--- config.mk ---
export PLATFORM = sky130hd
export DESIGN_NAME = wb_port_arbiter_flat
export DESIGN_NICKNAME = d
export VERILOG_FILES = /design/src/rtl/wb_port_arbiter_if.sv /design/src/rtl/wb_port_arbiter.sv /design/src/flat_wrapper.sv
export SDC_FILE = /design/constraint.sdc
export NUM_CORES = 1
export LEC_CHECK = 0
export CORE_MARGIN = 3
export CORE_UTILIZATION = 51
export DETAILED_ROUTE_END_ITERATION = 7
export PLACE_DENSITY = 0.85
export SLEW_MARGIN = 30
export SYNTH_ARGS = -nofsm -noshare
export SYNTH_HDL_FRONTEND = slang
export SYNTH_SLANG_ARGS = --single-unit
--- constraint.sdc ---
create_clock -name clk -period 6 [get_ports clk]
set_clock_uncertainty 0.05 [all_clocks]
set_input_delay 1.5 -clock clk [delete_from_list [all_inputs] [get_ports clk]]
set_output_delay 1.5 -clock clk [all_outputs]
set_load 0.02 [all_outputs]
--- src/rtl/wb_port_arbiter_if.sv ---
// Register-file write-port bus shared by the WB stage, the MDU and the arbiter.
// The arbiter connects through the slave modport; the pipeline/MDU/RF side uses master.
interface wb_port_arbiter_if;
  logic        pipe_wreg;
  logic [4:0]  pipe_rn;
  logic [31:0] pipe_wdi;
  logic        mdu_valid;
  logic [4:0]  mdu_rn;
  logic [31:0] mdu_data;
  logic        mdu_ready;
  logic        rf_we;
  logic [4:0]  rf_wn;
  logic [31:0] rf_d;
  logic        stall;
  logic [2:0]  fifo_count;

  modport slave (
    input  pipe_wreg, pipe_rn, pipe_wdi, mdu_valid, mdu_rn, mdu_data,
    output mdu_ready, rf_we, rf_wn, rf_d, stall, fifo_count
  );

  modport master (
    output pipe_wreg, pipe_rn, pipe_wdi, mdu_valid, mdu_rn, mdu_data,
    input  mdu_ready, rf_we, rf_wn, rf_d, stall, fifo_count
  );
endinterface

--- src/rtl/wb_port_arbiter.sv ---
// Register-file write-port arbiter: pipeline has priority, MDU results queue in a FIFO,
// and a starvation counter forces a one-cycle stall. Optional macro: WB_ARB_BYPASS_EN.
module wb_port_arbiter #(
  parameter int DEPTH    = 2,
  parameter int MAX_WAIT = 4
) (
  input  logic                clk,
  input  logic                clrn,
  wb_port_arbiter_if.slave    bus
);
  localparam int PW = (DEPTH > 1) ? $clog2(DEPTH) : 1;

  logic [36:0]   mem_r [DEPTH];
  logic [PW-1:0] rd_ptr_r;
  logic [PW-1:0] wr_ptr_r;
  logic [2:0]    count_r;
  logic [3:0]    wait_cnt_r;

  logic          empty_s;
  logic          force_s;
  logic          space_s;
  logic          grant_s;
  logic          pop_s;
  logic          push_s;
  logic          bypass_s;
  logic          stall_s;
  logic [4:0]    wn_s;
  logic [31:0]   d_s;
  logic [36:0]   head_s;

  assign empty_s = (count_r == 3'd0);
  assign space_s = (count_r < 3'(DEPTH));
  // The empty guard is redundant with wait_cnt clearing but keeps a pop off an empty FIFO.
  assign force_s = (wait_cnt_r == 4'(MAX_WAIT)) && !empty_s;
  assign head_s  = mem_r[rd_ptr_r];

  function automatic logic [PW-1:0] ptr_inc(input logic [PW-1:0] ptr);
    ptr_inc = (ptr == PW'(DEPTH - 1)) ? {PW{1'b0}} : ptr + PW'(1);
  endfunction

  // Grant selection and write-port mux.
  always_comb begin
    grant_s  = 1'b0;
    pop_s    = 1'b0;
    bypass_s = 1'b0;
    stall_s  = 1'b0;
    wn_s     = 5'd0;
    d_s      = 32'd0;
    if (force_s) begin
      grant_s = 1'b1;
      pop_s   = 1'b1;
      stall_s = bus.pipe_wreg;
      wn_s    = head_s[36:32];
      d_s     = head_s[31:0];
    end else if (bus.pipe_wreg) begin
      grant_s = 1'b1;
      wn_s    = bus.pipe_rn;
      d_s     = bus.pipe_wdi;
    end else if (!empty_s) begin
      grant_s = 1'b1;
      pop_s   = 1'b1;
      wn_s    = head_s[36:32];
      d_s     = head_s[31:0];
    end else begin
`ifdef WB_ARB_BYPASS_EN
      if (bus.mdu_valid) begin
        grant_s  = 1'b1;
        bypass_s = 1'b1;
        wn_s     = bus.mdu_rn;
        d_s      = bus.mdu_data;
      end else begin
        grant_s  = 1'b0;
      end
`else
      grant_s = 1'b0;
`endif
    end
  end

  assign push_s = bus.mdu_valid && space_s && !bypass_s;

  // Outputs are forced quiet while reset is asserted, even with requests pending.
  assign bus.rf_we      = clrn && grant_s && (wn_s != 5'd0);
  assign bus.rf_wn      = wn_s;
  assign bus.rf_d       = d_s;
  assign bus.stall      = clrn && stall_s;
  assign bus.mdu_ready  = clrn && space_s;
  assign bus.fifo_count = count_r;

  // FIFO storage, pointers, occupancy and head starvation counter.
  always_ff @(posedge clk or negedge clrn) begin
    if (!clrn) begin
      for (int i = 0; i < DEPTH; i++) begin
        mem_r[i] <= 37'd0;
      end
      rd_ptr_r   <= {PW{1'b0}};
      wr_ptr_r   <= {PW{1'b0}};
      count_r    <= 3'd0;
      wait_cnt_r <= 4'd0;
    end else begin
      if (push_s) begin
        mem_r[wr_ptr_r] <= {bus.mdu_rn, bus.mdu_data};
        wr_ptr_r        <= ptr_inc(wr_ptr_r);
      end
      if (pop_s) begin
        rd_ptr_r <= ptr_inc(rd_ptr_r);
      end
      count_r <= count_r + {2'b00, push_s} - {2'b00, pop_s};
      if (empty_s || pop_s) begin
        wait_cnt_r <= 4'd0;
      end else if (wait_cnt_r != 4'(MAX_WAIT)) begin
        wait_cnt_r <= wait_cnt_r + 4'd1;
      end else begin
        wait_cnt_r <= wait_cnt_r;
      end
    end
  end
endmodule

--- src/flat_wrapper.sv ---
// flat-port wrapper written by rule: the top's interface ports become plain ports
module wb_port_arbiter_flat 
#(
  parameter int DEPTH    = 2,
  parameter int MAX_WAIT = 4
)
  (clk, clrn, bus_pipe_wreg, bus_pipe_rn, bus_pipe_wdi, bus_mdu_valid, bus_mdu_rn, bus_mdu_data, bus_mdu_ready, bus_rf_we, bus_rf_wn, bus_rf_d, bus_stall, bus_fifo_count);
  wb_port_arbiter_if bus_i ();
  input  logic clk;
  input  logic clrn;
  input wire logic [$bits(bus_i.pipe_wreg)-1:0] bus_pipe_wreg;
  input wire logic [$bits(bus_i.pipe_rn)-1:0] bus_pipe_rn;
  input wire logic [$bits(bus_i.pipe_wdi)-1:0] bus_pipe_wdi;
  input wire logic [$bits(bus_i.mdu_valid)-1:0] bus_mdu_valid;
  input wire logic [$bits(bus_i.mdu_rn)-1:0] bus_mdu_rn;
  input wire logic [$bits(bus_i.mdu_data)-1:0] bus_mdu_data;
  output wire logic [$bits(bus_i.mdu_ready)-1:0] bus_mdu_ready;
  output wire logic [$bits(bus_i.rf_we)-1:0] bus_rf_we;
  output wire logic [$bits(bus_i.rf_wn)-1:0] bus_rf_wn;
  output wire logic [$bits(bus_i.rf_d)-1:0] bus_rf_d;
  output wire logic [$bits(bus_i.stall)-1:0] bus_stall;
  output wire logic [$bits(bus_i.fifo_count)-1:0] bus_fifo_count;
  assign bus_i.pipe_wreg = bus_pipe_wreg;
  assign bus_i.pipe_rn = bus_pipe_rn;
  assign bus_i.pipe_wdi = bus_pipe_wdi;
  assign bus_i.mdu_valid = bus_mdu_valid;
  assign bus_i.mdu_rn = bus_mdu_rn;
  assign bus_i.mdu_data = bus_mdu_data;
  assign bus_mdu_ready = bus_i.mdu_ready;
  assign bus_rf_we = bus_i.rf_we;
  assign bus_rf_wn = bus_i.rf_wn;
  assign bus_rf_d = bus_i.rf_d;
  assign bus_stall = bus_i.stall;
  assign bus_fifo_count = bus_i.fifo_count;
  wb_port_arbiter #(.DEPTH(DEPTH), .MAX_WAIT(MAX_WAIT)) u_core (.clk(clk), .clrn(clrn), .bus(bus_i));
endmodule
### Word level (Yosys, flattened, before mapping)

Index checks and enable logic that the tools add are counted.

| storage, ports and cells | value |
|---|---|
| word-level logic and storage cells | 53 |
| register bits | 83 |
| output and inout bits | 43 |
| input bits | 78 |

| cells by class | value |
|---|---|
| $lt $le $gt $ge | 4 |
| reductions and logical operators | 12 |
| equal/unequal tests | 2 |
| bitwise gates (word level) | 2 |
| add/sub/neg operators | 5 |
| mux-type cells | 22 |

Operators with widths:

| operator | number |
|---|---|
| 37-bit 2-to-1 mux | 4 |
| 32-bit 2-to-1 mux | 3 |
| 74-bit bitwise mux | 1 |
| 37-bit demux with 1-bit select | 1 |
| 5-bit 2-to-1 mux | 3 |
| 1-bit 2-to-1 mux | 8 |
| 4-bit 2-to-1 mux | 2 |
| 1-bit logical AND | 7 |
| 5-bit nonzero test | 1 |
| 4-bit by 1-bit adder with 4-bit output, second input constant | 1 |
| 4-bit by 3-bit equality test with 1-bit output, second input constant | 1 |
| 2-bit greater-or-equal comparator, second input constant | 2 |
| 4-bit by 3-bit != test with 1-bit output, second input constant | 1 |
| 1-bit inverter with 2-bit output | 2 |
| 3-bit by 1-bit adder with 3-bit output | 1 |
| 3-bit zero test | 1 |
| 3-bit by 2-bit less-than comparator with 1-bit output, second input constant | 1 |
| 3-bit by 1-bit subtractor with 3-bit output | 1 |
| 1-bit adder, second input constant | 2 |
| 2-bit by 1-bit less-than comparator with 1-bit output, second input constant | 1 |
| 2-bit nonzero test | 1 |
| 1-bit zero test | 1 |
| 1-bit logical OR | 1 |

### Logic depth before layout (Yosys ltp)

Gate-level depths: netlist of the first run.

| depth | value |
|---|---|
| depth after elaboration | 9 |
| gate-level depth with buffers | 12 |
| depth with buffers taken out | 10 |

### Least setup slack after synthesis of the first run

OpenSTA, ideal clock, no wires.

| timing | value |
|---|---|
| path kind | input to output |
| from | input bus_pipe_wreg |
| to | output bus_rf_d[26] |
| data required time | 4.450 ns |
| path slack | 2.039 ns |
| cell stages on the path | 5 |
| arrival | 2.411 ns |
| buffers on the path | 2 |
| path through | inv_1 > o21ai_2 > buf_4 > buf_2 > o2bb2ai_1 |

| between the ends | value |
|---|---|
| word-level cells in the longest chain between the ends | 2 |

RTL lines:

| item | RTL line | source |
|---|---|---|
| from (decl) | flat_wrapper.sv:11 | `input wire logic [$bits(bus_i.pipe_wreg)-1:0] bus_pipe_wreg;` |
| 32-bit 2-to-1 mux | wb_port_arbiter.sv:55 | `end else if (bus.pipe_wreg) begin` |
| 32-bit 2-to-1 mux | wb_port_arbiter.sv:49 | `if (force_s) begin` |
| to (decl) | flat_wrapper.sv:20 | `output wire logic [$bits(bus_i.rf_d)-1:0] bus_rf_d;` |

Every way passes these cells.

### Worst setup path after layout of the first run

| timing | value |
|---|---|
| from | input bus_pipe_wreg |
| to | output bus_rf_d[4] |

Same word-level chain as after synthesis.

==> flow_metrics.tcl, run 1 <==
set metrics [dict create \
    grt_pass1_wl_um 14000 \
    clock_path_buffers 2 \
    clock.fmax_mhz 196 \
    worst_skew_pair.late_latency_ns 0.33 \
    row_count 31 \
    final_net_count 501 \
    post_cts_resized 0 \
    crit_buf_inv 4 \
    hpwl_um 6220 \
    vias_per_cell 5.46 \
    yosysTopAreaCell "dfrtp_1" \
    crit_top_cell "clkdlybuf4s50_1" \
    place.gp.congestion 0.790 \
    grt_max_degree 50 \
    start_util 0.542 \
    ys_seq_area_frac 0.509 \
    clkTransAtPathRegs_ns 0.07 \
    drt_iter0_markers 72 \
    slowest_stage "clkdlybuf4s50_1" \
    tns_ns 0 \
    maxCapViolCount 0 \
    post_cts_buffers 0 \
    fin_ws_ns 0.888 \
    outcome "complete, no violations" \
    postSynthAreaPerCell_um2 13.6 \
    routedWlPerCell_um 16.5 \
    preCtsSetupSlack_ns 0.861 \
    core_um2 7520 \
    netlist_area_um2 4080 \
    layout.cells.non_filler 520 \
    yosys_warnings 0 \
    synth_top_area_frac 0.509 \
    cp.required_ns 4.45 \
    total_power_mw 2.69 \
    rsz0062_at_grt "no" \
    crit_family "buffers and inverters" \
    cts_tree "yes" \
    relSlewSlack 0.379 \
    io_buffers 120 \
    htreeDepth 3 \
    final-setup-viol-count 0 \
    worst_pin_slew_ns 0.929 \
    routed_wl_um 8590 \
    period_needed_ns 5.11 \
    num_io_pins 121 \
    netlist_instances 300 \
    powerDensity_nw_per_um2 480 \
    antenna_found_initial 0 \
    path_cells "clkdlybuf4s50_1, inv_1, a21oi_4, buf_4, o2bb2ai_1, clkdlybuf4s50_1" \
    postCtsHoldBufs 0 \
    synth_cell_type_count 33 \
    crit_fanout 14 \
    worst-setup-path-type "in -> out" \
    die-area_um2 9110 \
    clkSinkCount 83 \
    synth-seq-cells 83 \
    drc 0 \
    critPathMaxStageDelay_ns 0.62 \
    critPathCaptureType "output pin" \
    period_share 0.852 \
    hold_slack_ns 0.446 \
    worstPathArrival_ns 3.56 \
    cp-start-kind "primary input" \
    ant_nets 0 \
    root_buffer "clkbuf_8" \
    peakVddDrop_uv 249 \
    via_count 2839 \
    fp.dieH_um 95.5 \
    hold_viol 0 \
    first_global_vias 3015 \
    yosys-top-cells-area "dfrtp_1 51%, mux2_2 20%, mux2i_1 9.1%" \
    slew_viol_final 0 \
    track_usage 0.196 \
    min_path_type "reg -> reg" \
    drt-pass1-iter-count 4 \
    die_w_um 95.5 \
    cts_buffers 9 \
    overflow 0 \
    synth_fp_nets 384 \
    layout-area-overhead-vs-synth_pct 37.1 \
    antennaDiodeCount 0 \
    total_leakage_power_nw 2.40 \
    dp.cells 505 \
    drive_gt1_frac 0.240 \
]
-- logic make-up after synthesis --
logic type | synth area share
mux | 0.295
xor+xnor | 0.0107
compound gates | 0.0935
buf+inv | 0.0408
fa+ha+maj | 0.0202
flops | 0.509
simple gates | 0.0310
-- registers in the layout (all words and copies together) (netlist names) --
signal and flops:
u_core.mem_r 74, u_core.wait_cnt_r 4, u_core.bus.fifo_count 3, u_core.wr_ptr_r 1, u_core.rd_ptr_r 1
-- metal layers --
layer,GRT usage,part of all wire,vias to the layer above,routed length (um)
met5,0,0,-,0
met3,0.0489,0.074,6,634
li1,-,-,1344,-
met1,0.236,0.41,1392,3550
met2,0.348,0.50,97,4310
met4,0.0545,0.010,0,86
-- cell usage after synthesis --
cell	instances
a21oi_4	1
and2_1	2
and3b_1	1
buf_2	10
buf_4	5
buf_6	3
clkbuf_1	2
dfrtp_1	83
fa_1	1
ha_1	5
inv_1	10
mux2_2	74
mux2i_1	37
nand2_1	1
nand2_2	1
nand2b_1	1
nand3_1	2
nand3b_1	1
nor2_1	4
nor3_1	3
nor3b_1	1
nor4_1	1
nor4b_1	1
o211ai_1	1
o21ai_0	2
o21ai_2	1
o22a_1	1
o22ai_1	1
o2bb2ai_1	37
or3_4	1
or4_1	1
xnor2_1	3
xor2_1	2
-- report_power, final --
part | internal [mW] | leakage [nW] | switching (mW)
Combinational | 0.680 | 1.29 | 0.525
Clock | 0.274 | 0.112 | 0.183
Sequential | 0.839 | 0.999 | 0.185
Total | 1.79 | 2.40 | 0.892
-- area by class of cell --
cell class / count / area, um^2
Clock buffer: 10 / 128
Clock inverter: 5 / 103
Fill cell: 524 / 1930
Inverter: 10 / 37.5
Multi-Input combinational cell: 187 / 1850
Sequential cell: 83 / 2080
Tap cell: 99 / 124
Timing Repair Buffer: 126 / 1280
-- placed cells by master (no fill, tap or decap), types with 2 or more instances in the layout --
master and count:
and2_1 2, buf_4 5, bufinv_16 3, clkbuf_8 9
clkdlybuf4s50_1 119, dfrtp_1 82, ha_1 5, inv_1 10
mux2_2 74, mux2i_1 37, nand3_1 2, nor2_1 4
nor3_1 3, o21ai_0 2, o2bb2ai_1 37, xnor2_1 3
xor2_1 2
-- worst paths after layout --
path / start / to / slack (ns) / cells after the start
setup reg to reg: u_core.wait_cnt_r[0] / u_core.bus.fifo_count[2] / 3.35 / 10
min in group asynchronous: clrn / u_core.bus.fifo_count[2] / 1.08 / 1
hold reg to reg: u_core.wait_cnt_r[0] / u_core.wait_cnt_r[0] / 0.45 / 1
max in group asynchronous: clrn / u_core.rd_ptr_r / 3.83 / 2
hold / removal: u_core.wait_cnt_r[0] / u_core.wait_cnt_r[0] / 0.45 / 1
setup / recovery: bus_pipe_wreg / bus_rf_d[4] / 0.89 / 6
-- stage by stage --
step	cell area [um^2]	util
finish	5590	0.743
global route	5590	0.743
CTS	5590	0.743
detailed placement	5360	0.713
global placement	5340	0.709
floorplan	4080	-
-- worst reg2reg max path, stage by stage (launching register included) --
cell and delay [ns]:
dfrtp_1 0.39, inv_1 0.06, ha_1 0.21, and3b_1 0.27, o21ai_4 0.43, inv_1 0.09, ha_1 0.30, inv_1 0.05
ha_1 0.19, fa_1 0.38, xnor2_1 0.13
Power figures use the tool's default switching activity.
==> run 2: changes to the inputs <==
Settings changed: CORE_UTILIZATION 51 to 43, PLACE_DENSITY 0.85 to 0.77.
Clock period 6 ns to 4.4 ns, I/O delays scaled along.
==> run 2 against run 1 <==
Net effect: combinational power grew 35%; cell count is 5.2% higher; global-route usage is 2.2 points lower; largest power group unchanged; critical endpoint is now bus_rf_d[23]; setup slack got worse by 0.53 ns; die area is 17% higher; sequential share of layout area about the same; utilization decreased by 12 points.
==> flow_metrics.tcl, run 2 (synthesized netlist as in run 1, its figures left out) <==
set metrics [dict create \
    hold_depth 1 \
    htreeDepth 3 \
    power_frac_clock 0.151 \
    vias_per_cell 5.19 \
    cts_buffers 9 \
    p_sw_frac 0.347 \
    cts_tree "yes" \
    holdPathEnd "u_core.wait_cnt_r[0]" \
    min_path_type "reg -> reg" \
    clock_path_buffers 2 \
    total_leakage_power_nw 2.39 \
    period_share 0.919 \
    track_usage 0.173 \
    p_comb_frac 0.454 \
    largest_register_ffs 74 \
    powerDensity_nw_per_um2 642 \
    relSlewSlack 0.423 \
    worstPathArrival_ns 2.90 \
    rsz0062_at_grt "no" \
    p_sw_mw 1.24 \
    drc 0 \
    cp-start-kind "primary input" \
    hold_start "u_core.wait_cnt_r[0]" \
    place.gp.congestion 0.697 \
    overflow 0 \
    regArea_um2 2080 \
    outcome "complete, no violations" \
    preCtsSetupSlack_ns 0.362 \
    row_count 34 \
    fp.dieH_um 103 \
    worst-setup-path-type "in -> out" \
    path_depth 6 \
    rrSetupSlack_ns 1.88 \
    critPathMaxStageDelay_ns 0.62 \
    fillers 718 \
    hold_viol 0 \
    cp.required_ns 3.25 \
    multi_input_area_um2 1860 \
    total_power_mw 3.59 \
    die-area_um2 10700 \
    crit_family "buffers and inverters" \
    maxCapViolCount 0 \
    drive_gt1_frac 0.240 \
    antennaDiodeCount 0 \
    final_net_count 500 \
    clkTransAtPathRegs_ns 0.08 \
    layout-area-overhead-vs-synth_pct 36.9 \
    clock.fmax_mhz 247 \
    routedWlPerCell_um 16.2 \
    core_um2 8980 \
    worstReg2RegEnd "u_core.bus.fifo_count[2]" \
    clkSinkCount 83 \
    postCtsHoldBufs 0 \
    drt-pass1-iter-count 4 \
    post_cts_resized 0 \
    post_cts_buffers 0 \
    final-setup-viol-count 0 \
    first_global_vias 3094 \
    antenna_found_initial 0 \
    p_int_mw 2.34 \
    tns_ns 0 \
    num_io_pins 121 \
    fin_ws_ns 0.354 \
    slowest_stage "clkdlybuf4s50_1" \
    root_buffer "clkbuf_8" \
    via_count 2841 \
    path_cells "clkdlybuf4s50_1, inv_1, a21oi_4, buf_12, o2bb2ai_1, clkdlybuf4s50_1" \
    rr_worst_depth 11 \
    routed_wl_um 8870 \
    grt_pass1_wl_um 14500 \
    crit_fanout 37 \
    start_util 0.455 \
    crit_buf_inv 4 \
    hpwl_um 6090 \
    io_buffers 120 \
    die_w_um 103 \
    ant_nets 0 \
    worst_skew_pair.late_latency_ns 0.34 \
    layout_common_cells "119 x clkdlybuf4s50_1, 82 x dfrtp_1, 74 x mux2_2, 37 x mux2i_1, 37 x o2bb2ai_1" \
    critPathCaptureType "output pin" \
    reg2reg_from "u_core.wait_cnt_r[0]" \
    hold_slack_ns 0.442 \
    grt_max_degree 40 \
    worst_pin_slew_ns 0.866 \
    p_seq_frac 0.395 \
    drt_iter0_markers 59 \
    slew_viol_final 0 \
    final_common_cell "clkdlybuf4s50_1" \
    period_needed_ns 4.05 \
    peakVddDrop_uv 309 \
    regMostFlops "u_core.mem_r" \
    crit_top_cell "clkdlybuf4s50_1" \
]
-- run 2: cell count changes in the layout (fill, tap and decap cells not counted), sizes merged --
| cell | before | now |
|---|---|---|
| bufinv | 3 | 1 |
| clkinv | 1 | 3 |
| buf | 7 | 6 |
| clkbuf | 10 | 11 |
-- run 2: layout make-up --
type | instances | area share
Sequential cell | 83 | 0.372
Multi-Input combinational cell | 187 | 0.333
Clock buffer | 11 | 0.0253
Tap cell | 126 | 0.0282
Timing Repair Buffer | 125 | 0.226
Inverter | 10 | 0.00672
Clock inverter | 5 | 0.00941
-- run 2: metal layers --
layer / vias up / global-route usage / wire length, um
li1: 1335 / - / -
met1: 1412 / 0.222 / 3930
met2: 83 / 0.288 / 4290
met3: 11 / 0.0496 / 532
met4: 0 / 0.0468 / 119
met5: - / 0 / 0
-- run 2: stage by stage --
step,cell area (um^2),std cells,utilization
3_3_place_gp,5380,531,0.600
6_report,5590,547,0.622
4_1_cts,5580,547,0.622
5_1_grt,5590,547,0.622
3_5_place_dp,5390,531,0.600
2_1_floorplan,4080,300,-
-- run 2: power by group through the flow --
stage | Combinational [mW] | Sequential [mW] | Clock, mW
final | 1.63 | 1.42 | 0.541
after global routing | 1.78 | 1.47 | 0.592
after CTS | 1.66 | 1.42 | 0.558
after detailed placement | 1.65 | 1.43 | 0
after global placement | 1.61 | 1.40 | 0
after floorplan | 1.15 | 1.32 | 0
-- run 2: worst register-to-register path, cell delays in order (launching register included) --
cell and delay, ns:
dfrtp_1 0.39, inv_1 0.06, ha_1 0.20, and3b_1 0.27
o21ai_4 0.17, buf_12 0.23, inv_1 0.07, ha_1 0.26
inv_1 0.04, ha_1 0.18, fa_1 0.37, xnor2_1 0.13
-- run 2: worst max path at each step --
stage | start | to | slack, ns
floorplan | bus_pipe_wreg | bus_rf_d[26] | 1.24
global placement | bus_pipe_wreg | bus_rf_d[19] | 0.40
detailed placement | bus_pipe_wreg | bus_rf_d[9] | 0.36
CTS | bus_pipe_wreg | bus_rf_d[9] | 0.35
global route | bus_pipe_wreg | bus_rf_d[5] | 0.24
finish | bus_pipe_wreg | bus_rf_d[23] | 0.35
